==> src/rtl/dcache_write_buffer.sv <==
// Line-granular posted write buffer between the L1 data cache and data memory.
// Write-backs are acked in one cycle and drained in FIFO order in the background.
// Fills are forwarded from buffered lines when possible, otherwise fetched from memory.
module dcache_write_buffer #(
  parameter int unsigned DEPTH  = 2,
  parameter int unsigned ADDR_W = 32,
  parameter int unsigned LINE_W = 256
) (
  input  logic              clk_i,
  input  logic              rst_i,
  input  logic [ADDR_W-1:0] cache_addr_i,
  input  logic [LINE_W-1:0] cache_data_i,
  input  logic              cache_enable_i,
  input  logic              cache_write_i,
  output logic              cache_ack_o,
  output logic [LINE_W-1:0] cache_data_o,
  output logic [ADDR_W-1:0] mem_addr_o,
  output logic [LINE_W-1:0] mem_data_o,
  output logic              mem_enable_o,
  output logic              mem_write_o,
  input  logic              mem_ack_i,
  input  logic [LINE_W-1:0] mem_data_i,
  output logic              empty_o
);

  localparam int unsigned OFF_W = 5;
  localparam int unsigned TAG_W = ADDR_W - OFF_W;
  localparam int unsigned PTR_W = (DEPTH > 1) ? $clog2(DEPTH) : 1;
  localparam int unsigned CNT_W = PTR_W + 1;

  typedef enum logic [1:0] {
    IDLE  = 2'd0,
    READ  = 2'd1,
    DRAIN = 2'd2,
    ACK   = 2'd3
  } state_t;

  typedef logic [PTR_W-1:0] ptr_t;

  // FIFO storage
  logic [DEPTH-1:0]  valid_q;
  logic [TAG_W-1:0]  tag_q  [DEPTH];
  logic [LINE_W-1:0] data_q [DEPTH];
  ptr_t              head_q, tail_q;
  logic [CNT_W-1:0]  count_q;

  state_t            state_q, state_d;
  logic              ack_prev_q;

  // Next-state / datapath control
  ptr_t              head_d, tail_d;
  logic [CNT_W-1:0]  count_d;
  logic              req_c;
  logic [TAG_W-1:0]  req_tag_c;
  logic              co_hit_c, fwd_hit_c;
  ptr_t              co_idx_c, fwd_idx_c, slot_c;
  logic              wr_c, push_c, pop_c, fill_miss_c;
  ptr_t              wr_idx_c;
  logic              ack_d;
  logic [LINE_W-1:0] cache_data_d;
  logic [ADDR_W-1:0] mem_addr_d;
  logic [LINE_W-1:0] mem_data_d;

  // Byte offset within a line is irrelevant: a whole line is the unit of transfer.
  logic unused_offset_bits;
  assign unused_offset_bits = ^cache_addr_i[OFF_W-1:0];

  // A request is only acted on while no ack is showing and not in the cycle after one.
  assign req_c     = cache_enable_i & ~cache_ack_o & ~ack_prev_q;
  assign req_tag_c = cache_addr_i[ADDR_W-1:OFF_W];

  // Search live entries oldest to youngest; the last match found is the youngest.
  always_comb begin : match_search
    co_hit_c  = 1'b0;
    co_idx_c  = '0;
    fwd_hit_c = 1'b0;
    fwd_idx_c = '0;
    slot_c    = head_q;
    for (int unsigned i = 0; i < DEPTH; i++) begin
      slot_c = head_q + PTR_W'(i);
      if (valid_q[slot_c] && (tag_q[slot_c] == req_tag_c)) begin
        fwd_hit_c = 1'b1;
        fwd_idx_c = slot_c;
        // The head is frozen once its drain has been launched.
        if ((i != 0) || (state_q != DRAIN)) begin
          co_hit_c = 1'b1;
          co_idx_c = slot_c;
        end
      end
    end
  end

  // Next-state, FIFO bookkeeping and next values of registered outputs.
  always_comb begin : next_state
    state_d      = state_q;
    head_d       = head_q;
    tail_d       = tail_q;
    count_d      = count_q;
    wr_c         = 1'b0;
    wr_idx_c     = tail_q;
    push_c       = 1'b0;
    fill_miss_c  = 1'b0;
    ack_d        = 1'b0;
    cache_data_d = '0;
    mem_addr_d   = mem_addr_o;
    mem_data_d   = mem_data_o;
    pop_c        = (state_q == DRAIN) && mem_ack_i;

    // Write-back: coalesce into a matching entry, else push if a slot is (or is being) freed.
    if (req_c && cache_write_i) begin
      if (co_hit_c) begin
        wr_c     = 1'b1;
        wr_idx_c = co_idx_c;
        ack_d    = 1'b1;
      end else if ((count_q != CNT_W'(DEPTH)) || pop_c) begin
        wr_c   = 1'b1;
        push_c = 1'b1;
        ack_d  = 1'b1;
      end
    end

    // Fill: forward from the buffer or flag a miss for the FSM.
    if (req_c && !cache_write_i && ((state_q == IDLE) || (state_q == DRAIN))) begin
      if (fwd_hit_c) begin
        ack_d        = 1'b1;
        cache_data_d = data_q[fwd_idx_c];
      end else begin
        fill_miss_c = 1'b1;
      end
    end

    case (state_q)
      IDLE: begin
        if (fill_miss_c) begin
          state_d    = READ;
          mem_addr_d = {req_tag_c, OFF_W'(0)};
        end else if (count_q != '0) begin
          state_d    = DRAIN;
          mem_addr_d = {tag_q[head_q], OFF_W'(0)};
          // A coalesce into the head on this same edge must reach memory.
          mem_data_d = (wr_c && (wr_idx_c == head_q)) ? cache_data_i : data_q[head_q];
        end
      end
      READ: begin
        if (mem_ack_i) begin
          state_d      = ACK;
          ack_d        = 1'b1;
          cache_data_d = mem_data_i;
        end
      end
      DRAIN: begin
        if (mem_ack_i) begin
          state_d = IDLE;
        end
      end
      ACK: begin
        state_d = IDLE;
      end
      default: begin
        state_d = IDLE;
      end
    endcase

    if (push_c) begin
      tail_d = tail_q + PTR_W'(1);
    end
    if (pop_c) begin
      head_d = head_q + PTR_W'(1);
    end
    count_d = count_q + CNT_W'(push_c) - CNT_W'(pop_c);
  end

  // State, pointers, valid bits and registered outputs.
  always_ff @(posedge clk_i or posedge rst_i) begin
    if (rst_i) begin
      state_q      <= IDLE;
      head_q       <= '0;
      tail_q       <= '0;
      count_q      <= '0;
      valid_q      <= '0;
      ack_prev_q   <= 1'b0;
      cache_ack_o  <= 1'b0;
      cache_data_o <= '0;
      mem_addr_o   <= '0;
      mem_data_o   <= '0;
      mem_enable_o <= 1'b0;
      mem_write_o  <= 1'b0;
      empty_o      <= 1'b1;
    end else begin
      state_q      <= state_d;
      head_q       <= head_d;
      tail_q       <= tail_d;
      count_q      <= count_d;
      ack_prev_q   <= cache_ack_o;
      cache_ack_o  <= ack_d;
      cache_data_o <= cache_data_d;
      mem_addr_o   <= mem_addr_d;
      mem_data_o   <= mem_data_d;
      mem_enable_o <= (state_d == READ) || (state_d == DRAIN);
      mem_write_o  <= (state_d == DRAIN);
      empty_o      <= (count_d == '0) && (state_d == IDLE);
      // Pop clears first so a push into the slot freed on the same edge wins.
      if (pop_c) begin
        valid_q[head_q] <= 1'b0;
      end
      if (push_c) begin
        valid_q[tail_q] <= 1'b1;
      end
    end
  end

  // Line storage; contents are qualified by valid_q and need no reset.
  always_ff @(posedge clk_i) begin
    if (wr_c) begin
      data_q[wr_idx_c] <= cache_data_i;
      tag_q[wr_idx_c]  <= req_tag_c;
    end
  end

endmodule
==> config.mk <==
export PLATFORM = sky130hd
export DESIGN_NAME = dcache_write_buffer
export DESIGN_NICKNAME = d
export VERILOG_FILES = /design/src/rtl/dcache_write_buffer.sv
export SDC_FILE = /design/constraint.sdc
export NUM_CORES = 2
export LEC_CHECK = 0
export ABC_CLOCK_PERIOD_IN_PS = 18300
export CAP_MARGIN = 20
export CORE_AREA = 2 2 423 425
export CTS_CLUSTER_SIZE = 24
export DETAILED_ROUTE_END_ITERATION = 8
export DIE_AREA = 0 0 425 427
export GPL_TIMING_DRIVEN = 0
export PLACE_DENSITY = 0.56
export SYNTH_ARGS = -nofsm -noshare
export SYNTH_HDL_FRONTEND = slang
export SYNTH_SLANG_ARGS = --single-unit
==> constraint.sdc <==
create_clock -name clk_i -period 18.3 [get_ports clk_i]
set_input_delay 3.66 -clock clk_i [delete_from_list [all_inputs] [get_ports clk_i]]
set_output_delay 3.66 -clock clk_i [all_outputs]
set_load 0.02 [all_outputs]
==> flow_metrics.env <==
export IMPL_status="complete, no violations"
export IMPL_cp_start_kind="primary input"
export IMPL_endpoint_kind="flip-flop"
export IMPL_post_place_ws_ns=9.368
export IMPL_wl_um=189100
export IMPL_yosys_warnings=0
export IMPL_fin_nets=5236
export IMPL_ant_nets=0
export IMPL_yosys_register_bits=1118
export IMPL_dr_first_iter_drc_count=2002
export IMPL_cts_sinks=1118
export IMPL_die_area_mm2=0.1815
export IMPL_finalSetupViolCount=0
export IMPL_drv_slew=0
export IMPL_gp_congestion=0.9093
export IMPL_first_pass_iters=5
export IMPL_worst_path_max_delay_cell="clkbuf_1"
export IMPL_ys_types=39
export IMPL_grt_pass1_wl_um=260700
export IMPL_clk_pin_slew_ns=0.06
export IMPL_die_width_um=425
export IMPL_cts_buffer_depth=3
export IMPL_critPathBufInv=4
export IMPL_numCtsBuffers=133
export IMPL_dp_cells=6903
export IMPL_antenna_found_initial=35
export IMPL_r2r_slack_ns=12.29
export IMPL_rsz0062_at_grt="false"
export IMPL_synth_area_leaders="edfxtp_1 37%, dfrtp_1 30%, mux2i_1 12%"
export IMPL_slew_headroom_pct=26.54
export IMPL_synth_edff_count=566
export IMPL_finalCritPeriodShare_pct=44.63
export IMPL_holdWs_ns=0.4013
export IMPL_p_leak_nw=25.02
export IMPL_cts_setup_buffers=0
export IMPL_place_area_mm2=0.06141
export IMPL_synth_most_common_cell="edfxtp_1"
export IMPL_tightestPinTransition_ns=1.102
export IMPL_worstPathCellList="clkdlybuf4s50_1, xnor2_1, nor4_1, nand3_1, nor2_1, buf_2, xnor2_1, clkbuf_1, buf_2, mux2i_1, o21ai_0"
export IMPL_root_buffer="clkbuf_16"
export IMPL_fillCellCount=17190
export IMPL_synthTopCellsByCount="566 x edfxtp_1, 565 x mux2i_1, 551 x dfrtp_1, 520 x nand2_1, 276 x o21ai_0"
export IMPL_drc=0
export IMPL_finClkSkew_ns=0.03311
export IMPL_fin_ws_ns=10.13
export IMPL_portBuffers=1086
export IMPL_fin_crit_ns=8.167
export IMPL_grt_usage_pct=20.29
export IMPL_insertion_delay_ns=0.80
export IMPL_vias=32820
export IMPL_synth_largest_area_cell="edfxtp_1"
export IMPL_cts_tree="built"
export IMPL_initial_core_util_pct=26.22
export IMPL_grt_pass1_vias=33700
export IMPL_ios=1097
export IMPL_finalHoldViolCount=0
export IMPL_syn_to_final_growth_pct=41.71
export IMPL_fp_row_count=155
export IMPL_yosysSeqAreaShare_pct=66.29
export IMPL_drive_gt1_share_pct=12.43
export IMPL_power_density_mw_per_mm2=159.5
export IMPL_cp_top_family="buffers and inverters"
export IMPL_hold_class="flip-flop to flip-flop"
export IMPL_instances_no_fill=7168
export IMPL_cts_resized=0
export IMPL_via_per_inst=4.579
export IMPL_dp_hpwl_um=145100
export IMPL_synthCells=3408
export IMPL_cts_hold_buf=0
export IMPL_regArea_mm2=0.03081
export IMPL_synth_area_mm2=0.04648
export IMPL_slowest_delay_ns=0.88
export IMPL_stdcell_area_mm2=0.06587
export IMPL_die_h_um=427
export IMPL_path_class="primary input to flip-flop"
export IMPL_max_cap_violations=0
export IMPL_cp_data_required_time_ns=18.92
export IMPL_synth_top_area_share_pct=36.57
export IMPL_wire_per_inst_um=26.38
export IMPL_ir_drop_v=0.00008999
export IMPL_async_flop_share_pct=49.37
export IMPL_arrival_ns=8.78
export IMPL_worstPathMaxFanout=10
export IMPL_multi_input_area_mm2=0.01447
export IMPL_overflow=0
export IMPL_timing_fmax_mhz=122.4
export IMPL_setup_tns_ns=0
export IMPL_syn_area_per_cell_um2=13.64
export IMPL_yosys_most_used_dff="edfxtp_1"
export IMPL_cts_htree_levels=4
export IMPL_core_mm2=0.1773
export IMPL_grt_max_degree=42
[through the flow]
stage,power (mW),util (%)
CTS,10.66,37.13
global placement,7.960,34.03
finish,10.51,37.16
detailed placement,7.920,34.64
floorplan,5.867,-
global route,11.03,37.15
[layout by cell type, fill, tap and decap left out, drive strengths merged, types with 4 or more instances in the layout]
cell type	instances
o21ai	516
edfxtp	566
xnor2	61
buf	130
clkinv	30
clkdlybuf4s50	1086
bufinv	6
mux2i	565
nor4	16
inv	42
nor3b	4
nor3	32
mux2	256
nor2	9
clkbuf	342
dfrtp	551
nand2	520
conb	5
a221oi	28
diode	18
ha	4
[path summary, 6_finish.rpt]
| kind | startpoint | end | depth (start not counted) |
|---|---|---|---|
| min | cache_ack_o | ack_prev_q | 0 |
| min in group asynchronous | rst_i | mem_data_o[164] | 2 |
| max in group asynchronous | rst_i | mem_data_o[37] | 8 |
| max | cache_addr_i[29] | cache_data_o[200] | 11 |
| min reg2reg | cache_ack_o | ack_prev_q | 0 |
| max reg2reg | head_q | cache_data_o[200] | 14 |
[registers in the layout, indices dropped and copies added (netlist names)]
signal        count
head_q            1
cache_ack_o       1
tag_q            54
mem_data_o      256
ack_prev_q        1
count_q           2
empty_o           1
mem_enable_o      1
valid_q           2
data_q          512
cache_data_o    256
tail_q            1
mem_write_o       1
state_q           2
mem_addr_o       27
[where the power goes]
group	switching (mW)	leakage [nW]	internal (mW)
clock network	1.13	2.16	1.57
logic	2.57	10.6	1.75
registers	0.273	12.3	3.22
total	3.97	25.0	6.54
[cells by family (layout without fill, tap and decap cells)]
| family | count (synthesis) | count (layout) | share of synthesized area [%] |
|---|---|---|---|
| AOI/OAI and AO/OA | 552 | 552 | 6.243 |
| and+or+nand+nor | 595 | 595 | 5.123 |
| DFF | 1118 | 1118 | 66.29 |
| adders and majority gates | 4 | 4 | 0.1077 |
| other | 1 | 23 | 0.008068 |
| buffers and inverters | 255 | 1638 | 2.689 |
| muxes | 821 | 821 | 18.37 |
| xor gates and xnor gates | 62 | 62 | 1.168 |
[final cells by class]
type | instances | area share [%]
Sequential cell | 1118 | 46.78
Tap cell | 2355 | 4.474
Clock buffer | 201 | 5.891
Antenna cell | 18 | 0.06839
Buffer | 221 | 1.712
Clock inverter | 46 | 0.8092
Multi-Input combinational cell | 2039 | 21.97
Timing Repair Buffer | 1136 | 18.09
Inverter | 34 | 0.1995
[per-layer routing]
layer	vias up	global-route usage [%]	part of all wire, %
met5	-	0	0.077
met4	20	7.837	3.2
met3	263	5.789	6.9
met2	1048	35.03	51
met1	16620	23.75	39
li1	14880	-	-
No activity file was read; power rests on OpenSTA's default activity.
